<file path="config.mk">
export PLATFORM = sky130hd
export DESIGN_NAME = lb_uart_rx
export DESIGN_NICKNAME = d
export VERILOG_FILES = /design/src/rtl/lb_uart_rx.sv
export SDC_FILE = /design/constraint.sdc
export NUM_CORES = 1
export LEC_CHECK = 0
export ABC_AREA = 1
export BUFFER_PORTS_ARGS = -buffer_cell sky130_fd_sc_hd__buf_4
export CORE_AREA = 2 2 53 55
export CTS_CLUSTER_SIZE = 25
export DETAILED_ROUTE_END_ITERATION = 8
export DIE_AREA = 0 0 55 57
export PLACE_DENSITY_LB_ADDON = 0.2
export SLEW_MARGIN = 0
export SYNTH_ARGS = -nofsm -noshare
export SYNTH_HDL_FRONTEND = slang
export SYNTH_SLANG_ARGS = --single-unit
</file>
<file path="constraint.sdc">
create_clock -name clk -period 3.7 [get_ports clk]
set_input_delay 0 -clock clk [delete_from_list [all_inputs] [get_ports clk]]
set_output_delay 0 -clock clk [all_outputs]
set_load 0.05 [all_outputs]
</file>
<file path="src/rtl/lb_uart_rx.sv">
// lb_uart_rx: 8N1 UART receiver with 2-flop input synchronizer and mid-bit
// sampling driven by an external oversampling baud tick (OVERSAMPLE ticks per
// bit). Received bytes are presented on dout with a 1-clk rxDone strobe.
// Optional feature macro: UART_RX_PARITY_EN adds a parity bit between the last
// data bit and the stop bit, plus parityOdd/parityError ports.
module lb_uart_rx #(
  parameter int DATA_BITS  = 8,
  parameter int OVERSAMPLE = 16
) (
  input  logic                 clk,
  input  logic                 reset,
  input  logic                 baudTick,
  input  logic                 rx,
`ifdef UART_RX_PARITY_EN
  input  logic                 parityOdd,
  output logic                 parityError,
`endif
  output logic [DATA_BITS-1:0] dout,
  output logic                 rxDone,
  output logic                 framingError,
  output logic                 busy
);

  localparam int TW = $clog2(OVERSAMPLE);
  localparam int BW = (DATA_BITS > 1) ? $clog2(DATA_BITS) : 1;

  localparam logic [TW-1:0] TICK_MID = TW'(OVERSAMPLE / 2 - 1);
  localparam logic [TW-1:0] TICK_END = TW'(OVERSAMPLE - 1);
  localparam logic [TW-1:0] TICK_ONE = TW'(1);
  localparam logic [BW-1:0] LAST_BIT = BW'(DATA_BITS - 1);
  localparam logic [BW-1:0] BIT_ONE  = BW'(1);

`ifdef UART_RX_PARITY_EN
  typedef enum logic [2:0] {IDLE, START, DATA, PARITY, STOP} state_t;
`else
  typedef enum logic [1:0] {IDLE, START, DATA, STOP} state_t;
`endif

  logic                 rxS1_q;
  logic                 rxS2_q;
  logic                 rxPrev_q;
  state_t               state_q;
  logic [TW-1:0]        tickCnt_q;
  logic [BW-1:0]        bitCnt_q;
  logic [DATA_BITS-1:0] shiftReg_q;
  logic [DATA_BITS-1:0] shiftReg_d;
  logic [DATA_BITS-1:0] dout_q;
  logic                 rxDone_q;
  logic                 framingError_q;
  logic                 busy_q;
`ifdef UART_RX_PARITY_EN
  logic                 parErr_q;
  logic                 parityError_q;
`endif

  // LSB-first shift: the newest sample enters at the MSB end.
  assign shiftReg_d = {rxS2_q, shiftReg_q[DATA_BITS-1:1]};

  // Two-flop synchronizer plus one delayed copy for falling-edge detection.
  always_ff @(posedge clk) begin
    if (!reset) begin
      rxS1_q   <= 1'b1;
      rxS2_q   <= 1'b1;
      rxPrev_q <= 1'b1;
    end else begin
      rxS1_q   <= rx;
      rxS2_q   <= rxS1_q;
      rxPrev_q <= rxS2_q;
    end
  end

  // Receive FSM: start-edge detect, mid-bit sampling, registered outputs.
  always_ff @(posedge clk) begin
    if (!reset) begin
      state_q        <= IDLE;
      tickCnt_q      <= '0;
      bitCnt_q       <= '0;
      shiftReg_q     <= '0;
      dout_q         <= '0;
      rxDone_q       <= 1'b0;
      framingError_q <= 1'b0;
      busy_q         <= 1'b0;
`ifdef UART_RX_PARITY_EN
      parErr_q       <= 1'b0;
      parityError_q  <= 1'b0;
`endif
    end else begin
      rxDone_q <= 1'b0;
      case (state_q)
        IDLE: begin
          tickCnt_q <= '0;
          // Only a 1->0 transition starts a frame; a line stuck low does not.
          if (rxPrev_q && !rxS2_q) begin
            state_q <= START;
            busy_q  <= 1'b1;
          end
        end

        START: begin
          if (baudTick) begin
            if (tickCnt_q == TICK_MID) begin
              tickCnt_q <= '0;
              if (!rxS2_q) begin
                state_q  <= DATA;
                bitCnt_q <= '0;
              end else begin
                // Start bit no longer low at its centre: treat as a glitch.
                state_q <= IDLE;
                busy_q  <= 1'b0;
              end
            end else begin
              tickCnt_q <= tickCnt_q + TICK_ONE;
            end
          end
        end

        DATA: begin
          if (baudTick) begin
            if (tickCnt_q == TICK_END) begin
              tickCnt_q  <= '0;
              shiftReg_q <= shiftReg_d;
              if (bitCnt_q == LAST_BIT) begin
`ifdef UART_RX_PARITY_EN
                state_q <= PARITY;
`else
                state_q <= STOP;
`endif
              end else begin
                bitCnt_q <= bitCnt_q + BIT_ONE;
              end
            end else begin
              tickCnt_q <= tickCnt_q + TICK_ONE;
            end
          end
        end

`ifdef UART_RX_PARITY_EN
        PARITY: begin
          if (baudTick) begin
            if (tickCnt_q == TICK_END) begin
              tickCnt_q <= '0;
              parErr_q  <= (^shiftReg_q) ^ rxS2_q ^ parityOdd;
              state_q   <= STOP;
            end else begin
              tickCnt_q <= tickCnt_q + TICK_ONE;
            end
          end
        end
`endif

        STOP: begin
          if (baudTick) begin
            if (tickCnt_q == TICK_END) begin
              tickCnt_q      <= '0;
              rxDone_q       <= 1'b1;
              framingError_q <= ~rxS2_q;
              state_q        <= IDLE;
              busy_q         <= 1'b0;
`ifdef UART_RX_PARITY_EN
              parityError_q  <= parErr_q;
              if (rxS2_q && !parErr_q) dout_q <= shiftReg_q;
`else
              if (rxS2_q) dout_q <= shiftReg_q;
`endif
            end else begin
              tickCnt_q <= tickCnt_q + TICK_ONE;
            end
          end
        end

        default: begin
          state_q   <= IDLE;
          tickCnt_q <= '0;
          busy_q    <= 1'b0;
        end
      endcase
    end
  end

  assign dout         = dout_q;
  assign rxDone       = rxDone_q;
  assign framingError = framingError_q;
  assign busy         = busy_q;
`ifdef UART_RX_PARITY_EN
  assign parityError  = parityError_q;
`endif

endmodule

</file>
Word level (Yosys, flattened, before mapping):

Index checks and enable logic that the tools add are counted.

* flip-flop bits (word level): 31
* latch bits: 0
* bits in writable memories: 0
* memory bits (read-only): 0
* input bits: 4
* output and inout bits: 11
* memories: 0

* $add $sub $neg: 2
* multiply operators: 0
* div/mod/pow operators: 0
* magnitude comparators: 0
* equal/unequal tests: 18
* shifts and indexed selects: 0
* muxes and demuxes: 30
* bitwise operators: 1
* reduce and logical (&&, ||, !) cells: 14

Operator list (count)
* $ne A2 B2 Y1 const B: 11
* $mux W2: 9
* $mux W3: 6
* $mux W4: 4
* $reduce_and A7 Y1: 2
* $pmux W4 S3: 1
* $reduce_and A3 Y1: 3
* $pmux W2 S4: 1
* $reduce_and A8 Y1: 1
* $mux W1: 7
* $pmux W3 S2: 1
* $add A4 B1 Y4 const B: 1
* $eq A2 B2 Y1 const B: 2
* $eq A4 B3 Y1 const B: 1
* $eq A4 B4 Y1 const B: 1
* $reduce_and A4 Y1: 1
* $add A3 B1 Y3 const B: 1
* $eq A3 B3 Y1 const B: 1
* $pmux W1 S3: 1
* $reduce_bool A3 Y1: 1
* $eq A2 B1 Y1 const B: 1
* $logic_not A2 Y1: 1
* $ne A2 B1 Y1 const B: 1
* $reduce_and A2 Y1: 1
* other kinds (5): 5

Longest topological paths before layout:

Gate-level depths: netlist of the first run.

* depth in word-level cells: 5
* mapped depth: 10
* mapped depth without buffers: 10

Worst setup path after synthesis of the first run:

No wires, ideal clock.

* path kind: register to register
* start: register tickCnt_q[0]
* end: register dout_q[6] (netlist: dout[6])
* data arrival time: 1253 ps
* required time: 3585 ps
* setup slack: 2331 ps
* stages on the path, launching flop included: 8
* path buffers: 1
* period minus slack after synthesis: 1369 ps
* cell sequence: dfxtp_1 ha_1 nand3_4 nor3_4 nand2_2 buf_6 o21ai_2 a21oi_2

* word-level cells in the longest chain between the ends: 2

Ends and longest elaborated chain
* start: declaration: line 43 `logic [TW-1:0] tickCnt_q;`
* start signal: assignment: line 112 `tickCnt_q <= tickCnt_q + TICK_ONE;`
* start signal: assignment: line 132 `tickCnt_q <= tickCnt_q + TICK_ONE;`
* start signal: assignment: line 166 `tickCnt_q <= tickCnt_q + TICK_ONE;`
* $eq A4 B4 Y1: line 153 `if (tickCnt_q == TICK_END) begin`
* $reduce_and A4 Y1 (no line)
* end signal: assignment: line 163 `if (rxS2_q) dout_q <= shiftReg_q;`
* end: declaration: line 47 `logic [DATA_BITS-1:0] dout_q;`

Every way passes these cells.
A chain may end at the register's enable or synchronous reset.

Final worst setup path of the first run:

* start: register tickCnt_q[1]
* end: register dout_q[2] (netlist: dout[2])

The elaborated chain is that of the path after synthesis.

==> flow_summary.ini, run 1 <==
[place]
post_dp_cell_area_um2 = 1440
numPortBuffers = 14
final_hpwl_dp_um = 1750
finalWeightedCongestion = 0.859

[setup_path]
worstPathCellList = ha_1, nand3_4, nor3_4, nand2_2, o21ai_0, a21oi_1
crit_slowest_cell = sky130_fd_sc_hd__dfxtp_1
critPathBufInv = 0
rr_worst_depth = 6
timing.critical_path.required_ns = 3.92
cpLargestDelayFamily = simple AND/OR/NAND/NOR gates
worstSetupPathDepth = 6
critPathCaptureType = flop
critPathKind = flop to flop
crit_arrival_ns = 1.82
worstPathMaxFanout = 16
start_kind = flop
worst-r2r-setup-slack_ns = 2.10
worst_path_largest_cell_delay_ns = 0.39

[clock_tree]
tritoncts.num_buffers = 5
cts_tree = done
cts_setup_buffers = 0
cts-root-to-sink-buffers = 2
clk-insertion-delay-late_ns = 0.33
clock_tree.htree_level_count = 2
cts-root-buf = sky130_fd_sc_hd__clkbuf_4
cts.clk_slew.worst_paths_ns = 0.10
cts.sink_count = 31

[route]
via_per_inst = 5.00
routed_wire_length_per_instance_um = 10.5
overall_via_count_from_detail_route = 1136
post-route-drc-count = 0
detail_route.wirelength_um = 2390
dr.pass1.iters = 4
final_ant_viol_nets = 0
drt_iter0_drc = 22

[final_layout]
design.final.nets = 202
multi_input_comb_area_um2 = 597
register_area_um2 = 621
antenna_cells = 0
post_route_cells_drive_above_1_share_pct = 17.9
final_area_um2 = 1520
area_growth_syn_to_layout_pct = 13.9
fillers = 243

[synthesis]
netlist.area_leader.share_pct = 46.4
synthCells = 177
synth_seq_area_share_pct = 46.4
synth.area.top_cells = sky130_fd_sc_hd__dfxtp_1, sky130_fd_sc_hd__nand2_1, sky130_fd_sc_hd__nor2_1
synth.lib_cells_used.distinct = 25
ys.warnings.count = 0
synth_top_area_cell = sky130_fd_sc_hd__dfxtp_1
synth.cell_area_um2 = 1340
synthesized_nets = 184
synth.avg_cell_area_um2 = 7.55
postSynthRegisterBits = 31

[sta]
tns_ns = 0
setup_skew_ns = 0.00679
min_period_over_period_pct = 43.2
slew_viol_final = 0
timing.slew.headroom_pct = 79.3
worst-slew-pin-transition_ns = 0.310
hold_viol_final = 0
grt_setup_unrepaired = false
final-setup-viol-count = 0
max_freq_mhz = 625
final.min_clock_period_ns = 1.60

[pwr]
irDropWorstVdd_v = 0.000272
power.density_nw_per_um2 = 394
static-leakage-power_nw = 0.640

[global_routing]
grt_pass1_wl_um = 4180
grt_antenna_before_repair = 0
gr-total-overflow = 0
grt_use_total_pct = 18.6
vias_in_the_first_global_route = 1028
grt_start_max_net_pins = 24

[floorplanning]
std_cell_rows = 19
total_die_area_um2 = 3140
initial_utilization_pct = 51.1
io-pin-count = 15
die_x_um = 55
core_area_um2 = 2620
die_h_um = 57

[run_status]
outcome = finished, final reports clean

[worst_hold_path]
hold_path.class = input port to flop
min_delay_path_depth = 3

[flow_run]
cap_viol_max_count = 0
[path summary, 6_finish.rpt]
check                                                from                    to
worst max-delay path            tickCnt_q[1]$_SDFFE_PN0P_  dout[2]$_SDFFE_PN0P_
worst min-delay path                                   rx     rxS1_q$_SDFF_PN1_
worst max register to register  tickCnt_q[1]$_SDFFE_PN0P_  dout[2]$_SDFFE_PN0P_
worst min register to register          rxS1_q$_SDFF_PN1_     rxS2_q$_SDFF_PN1_
[kinds of logic (layout without fill, tap and decap cells)]
group	count (synthesis)	after routing	synth area share, %
AOI/OAI and AO/OA	37	37	14.7
buffers and inverters	27	46	8.89
DFF	31	31	46.4
and+or+nand+nor	79	79	27.2
adders and majority gates	3	3	2.81
[per-layer routing]
layer  GRT usage (%)  share of wire [%]  vias to the layer above
li1                -                  -                      600
met1            22.6                 47                      511
met2            29.1                 48                       20
met3            4.71                3.5                        5
met4            10.5                2.1                        0
met5               0                  0                        -
[cells in the final DEF, fill, tap and decap left out]
cell type	n
sky130_fd_sc_hd__ha_1	3
sky130_fd_sc_hd__o21ai_2	2
sky130_fd_sc_hd__nand3_4	1
sky130_fd_sc_hd__nand2_2	1
sky130_fd_sc_hd__inv_2	1
sky130_fd_sc_hd__nand3_1	7
sky130_fd_sc_hd__buf_4	14
sky130_fd_sc_hd__a21oi_1	14
sky130_fd_sc_hd__dlygate4sd3_1	3
sky130_fd_sc_hd__nor2_1	25
sky130_fd_sc_hd__clkinv_2	2
sky130_fd_sc_hd__clkbuf_4	5
sky130_fd_sc_hd__nor2_2	4
sky130_fd_sc_hd__inv_1	19
sky130_fd_sc_hd__clkbuf_1	2
sky130_fd_sc_hd__o21ai_1	2
sky130_fd_sc_hd__nand4_1	2
sky130_fd_sc_hd__or2_2	2
sky130_fd_sc_hd__nand2_1	34
sky130_fd_sc_hd__dfxtp_1	31
sky130_fd_sc_hd__nor3_4	1
sky130_fd_sc_hd__a21oi_2	1
sky130_fd_sc_hd__o21ai_0	18
sky130_fd_sc_hd__nor4_1	1
sky130_fd_sc_hd__nand3_2	1
[metrics by stage]
stage	total power [mW]	util, %	hold WS [ns]	std cells	setup WS, ns
finish	0.600	58.2	0.405	227	2.10
global route	0.629	58.2	0.418	227	1.91
CTS	0.607	58.2	0.396	227	2.10
detailed placement	0.419	55.1	0.197	216	2.12
global placement	0.417	55.1	0.192	216	2.22
floorplan	0.408	-	0.107	177	2.33
[synthesized netlist by cell type]
library cell / count
sky130_fd_sc_hd__a21oi_1: 14
sky130_fd_sc_hd__a21oi_2: 1
sky130_fd_sc_hd__buf_2: 1
sky130_fd_sc_hd__buf_4: 2
sky130_fd_sc_hd__buf_6: 1
sky130_fd_sc_hd__clkbuf_1: 2
sky130_fd_sc_hd__clkinv_2: 1
sky130_fd_sc_hd__dfxtp_1: 31
sky130_fd_sc_hd__ha_1: 3
sky130_fd_sc_hd__inv_1: 19
sky130_fd_sc_hd__inv_2: 1
sky130_fd_sc_hd__nand2_1: 34
sky130_fd_sc_hd__nand2_2: 1
sky130_fd_sc_hd__nand3_1: 7
sky130_fd_sc_hd__nand3_2: 1
sky130_fd_sc_hd__nand3_4: 1
sky130_fd_sc_hd__nand4_1: 2
sky130_fd_sc_hd__nor2_1: 25
sky130_fd_sc_hd__nor2_2: 4
sky130_fd_sc_hd__nor3_4: 1
sky130_fd_sc_hd__nor4_1: 1
sky130_fd_sc_hd__o21ai_0: 18
sky130_fd_sc_hd__o21ai_1: 2
sky130_fd_sc_hd__o21ai_2: 2
sky130_fd_sc_hd__or2_2: 2
[worst reg2reg max path, cell delays in order (launching register included)]
cell and delay, ns:
sky130_fd_sc_hd__dfxtp_1 0.39, sky130_fd_sc_hd__ha_1 0.27, sky130_fd_sc_hd__nand3_4 0.14, sky130_fd_sc_hd__nor3_4 0.17
sky130_fd_sc_hd__nand2_2 0.22, sky130_fd_sc_hd__o21ai_0 0.24, sky130_fd_sc_hd__a21oi_1 0.07
[registers in the layout, indices dropped and copies added (netlist names), named ones only]
register	count
framingError	1
rxS2_q	1
state_q	1
rxS1_q	1
bitCnt_q	3
dout	8
busy	1
tickCnt_q	4
shiftReg_q	8
rxPrev_q	1
rxDone	1
[layout make-up]
| type | instances | share of cell area, % |
|---|---|---|
| clock buffers | 7 | 2.96 |
| clock inverters | 1 | 0.329 |
| inverters | 21 | 5.26 |
| multi-input cells | 119 | 39.2 |
| flip-flops and latches | 31 | 40.8 |
| well taps | 31 | 2.55 |
| repair buffers | 17 | 8.88 |
[repair_timing]
action,in CTS,in global routing
hold endpoints to repair,8,0
resized for setup,0,0
hold buffers,3,0
[report_power, final]
| part | switching (mW) | leakage (nW) | internal (mW) |
|---|---|---|---|
| Sequential | 0.00941 | 0.251 | 0.340 |
| Combinational | 0.0405 | 0.360 | 0.0231 |
| Clock | 0.113 | 0.0293 | 0.0739 |
| Total | 0.163 | 0.640 | 0.437 |
(Power assumes the default switching activity.)
==> run 2: changes to the inputs <==
==> constraint.sdc (replaced) <==
create_clock -name clk -period 1.5 [get_ports clk]
set_input_delay 0 -clock clk [delete_from_list [all_inputs] [get_ports clk]]
set_output_delay 0 -clock clk [all_outputs]
set_load 0.05 [all_outputs]
==> run 2 against run 1 <==
Against the previous run: via count up 6.7%; largest power group unchanged; setup slack worse by 2.0 ns; flip-flop and latch count unchanged; combinational power rose to 3.0 times the previous value; register-to-register slack worse by 2.0 ns; sequential share of layout area down 2.8 points; die area unchanged; count of clock-buffer cells in the layout down 1; non-clock buffer count up 6; global-route usage down 0.52 points; cell area up 7.8%.
==> flow_summary.ini, run 2 (synthesis gave the netlist of run 1 again) <==
[floorplanning]
io-pin-count = 15
total_die_area_um2 = 3140
core_area_um2 = 2620
initial_utilization_pct = 51.1
std_cell_rows = 19
die_h_um = 57
die_x_um = 55

[sta]
min_period_over_period_pct = 93.5
hold_viol_final = 0
slew_viol_final = 0
timing.slew.headroom_pct = 83.3
max_freq_mhz = 713
fin_ws_ns = 0.0975
grt_setup_unrepaired = false
final-setup-viol-count = 0
worst-slew-pin-transition_ns = 0.250
final.min_clock_period_ns = 1.40
setup_skew_ns = 0.00897
hold_ws_ns = 0.404

[final_layout]
layout_commonest_cell = sky130_fd_sc_hd__nand2_1
most_frequent_cells_in_the_layout = sky130_fd_sc_hd__nand2_1, sky130_fd_sc_hd__dfxtp_1, sky130_fd_sc_hd__nor2_1
antenna_cells = 0
design.final.nets = 208
post_route_cells_drive_above_1_share_pct = 25.2
fillers = 225
area_growth_syn_to_layout_pct = 22.8

[global_routing]
grt_antenna_before_repair = 0
grt_start_max_net_pins = 24
gr-total-overflow = 0
grt_use_total_pct = 18.0
vias_in_the_first_global_route = 1012
grt_pass1_wl_um = 4080

[setup_path]
critPathCaptureType = flop
crit_arrival_ns = 1.62
timing.critical_path.required_ns = 1.72
worstPathMaxFanout = 6
critPathKind = flop to flop
start_kind = flop

[clock_tree]
cts.sink_count = 31
cts_tree = done
clock_tree.htree_level_count = 2
cts-root-to-sink-buffers = 2
cts.clk_slew.worst_paths_ns = 0.10
clk-insertion-delay-late_ns = 0.32
cts-root-buf = sky130_fd_sc_hd__clkbuf_4
tritoncts.num_buffers = 5

[route]
via_per_inst = 5.20
final_ant_viol_nets = 0
post-route-drc-count = 0
overall_via_count_from_detail_route = 1212
dr.pass1.iters = 6
detail_route.wirelength_um = 2680
routed_wire_length_per_instance_um = 11.5
drt_iter0_drc = 34

[place]
finalWeightedCongestion = 0.884
dpl_worst_slack_ns = -0.0229
final_hpwl_dp_um = 1820
numPortBuffers = 14

[worst_hold_path]
hold_path.class = input port to flop

[flow_run]
cap_viol_max_count = 0

[pwr]
static-leakage-power_nw = 0.689
fin_total_pwr_mw = 1.73
irDropWorstVdd_v = 0.000824
power.density_nw_per_um2 = 1050

[run_status]
outcome = finished, final reports clean
-- run 2: cell count changes in the layout (fill, tap and decap cells not counted), moves of 2 or more --
cell	change
sky130_fd_sc_hd__o21ai_0	-4
sky130_fd_sc_hd__nand2_1	-2
sky130_fd_sc_hd__dfxtp_1	-2
sky130_fd_sc_hd__dfxtp_2	+2
sky130_fd_sc_hd__buf_4	+6
sky130_fd_sc_hd__ha_1	-2
sky130_fd_sc_hd__o21ai_1	+4
sky130_fd_sc_hd__clkbuf_1	-2
-- run 2: timing repair --
item | in CTS | in global routing
buffers inserted | 0 | 2
setup endpoints to repair | 8 | 14
resized for setup | 2 | 13
hold endpoints to repair | 7 | 0
hold buffers | 3 | 0
pin swaps | 0 | 3
-- run 2: area by class of cell --
class	count	area [um2]	share of cell area [%]
clock inverters	2	35.0	2.14
repair buffers	23	180	11.0
inverters	21	80.1	4.88
multi-input cells	119	632	38.5
clock buffers	6	51.3	3.13
well taps	31	38.8	2.36
flip-flops and latches	31	623	38.0
-- run 2: worst max-delay path: stages, from the launching register on --
cell and delay [ns]:
sky130_fd_sc_hd__dfxtp_2 0.34, sky130_fd_sc_hd__ha_1 0.20, sky130_fd_sc_hd__ha_2 0.17, sky130_fd_sc_hd__inv_2 0.05, sky130_fd_sc_hd__nand3_2 0.08, sky130_fd_sc_hd__nand2_2 0.08, sky130_fd_sc_hd__nand2_2 0.07, sky130_fd_sc_hd__nor2_4 0.15
sky130_fd_sc_hd__nand2_1 0.07, sky130_fd_sc_hd__nand2_1 0.06, sky130_fd_sc_hd__nor2_1 0.04
-- run 2: worst paths after layout --
kind	start	end	slack (ns)	cells past startpoint
setup / recovery	bitCnt_q[0]$_SDFFE_PN0P_	bitCnt_q[1]$_SDFFE_PN0P_	0.1	10
hold / removal	rx	rxS1_q$_SDFF_PN1_	0.40	3
setup reg to reg	bitCnt_q[0]$_SDFFE_PN0P_	bitCnt_q[1]$_SDFFE_PN0P_	0.1	10
hold reg to reg	rxS1_q$_SDFF_PN1_	rxS2_q$_SDFF_PN1_	0.43	1
-- run 2: power by group --
| part | internal, mW | total [mW] | switching [mW] | leakage (nW) |
|---|---|---|---|---|
| clock | 0.394 | 0.685 | 0.291 | 0.0482 |
| combinational | 0.0683 | 0.189 | 0.120 | 0.389 |
| sequential | 0.840 | 0.857 | 0.0164 | 0.252 |
-- run 2: through the flow --
stage / util, % / instance area (um2) / setup TNS [ns] / std cells
6_report: 62.7 / 1640 / 0 / 233
5_1_grt: 62.7 / 1640 / 0 / 233
4_1_cts: 61.1 / 1600 / 0 / 231
3_5_place_dp: 56.3 / 1470 / -0.0275 / 220
3_3_place_gp: 56.3 / 1470 / 0 / 220
2_1_floorplan: - / 1340 / 0 / 177
-- run 2: metal layers --
metal / vias up / GRT usage, % / part of all wire, %
met3: 6 / 6.02 / 5.3
met2: 36 / 28.7 / 49
li1: 617 / - / -
met5: - / 0 / 0
met1: 553 / 21.8 / 44
met4: 0 / 7.67 / 1.6
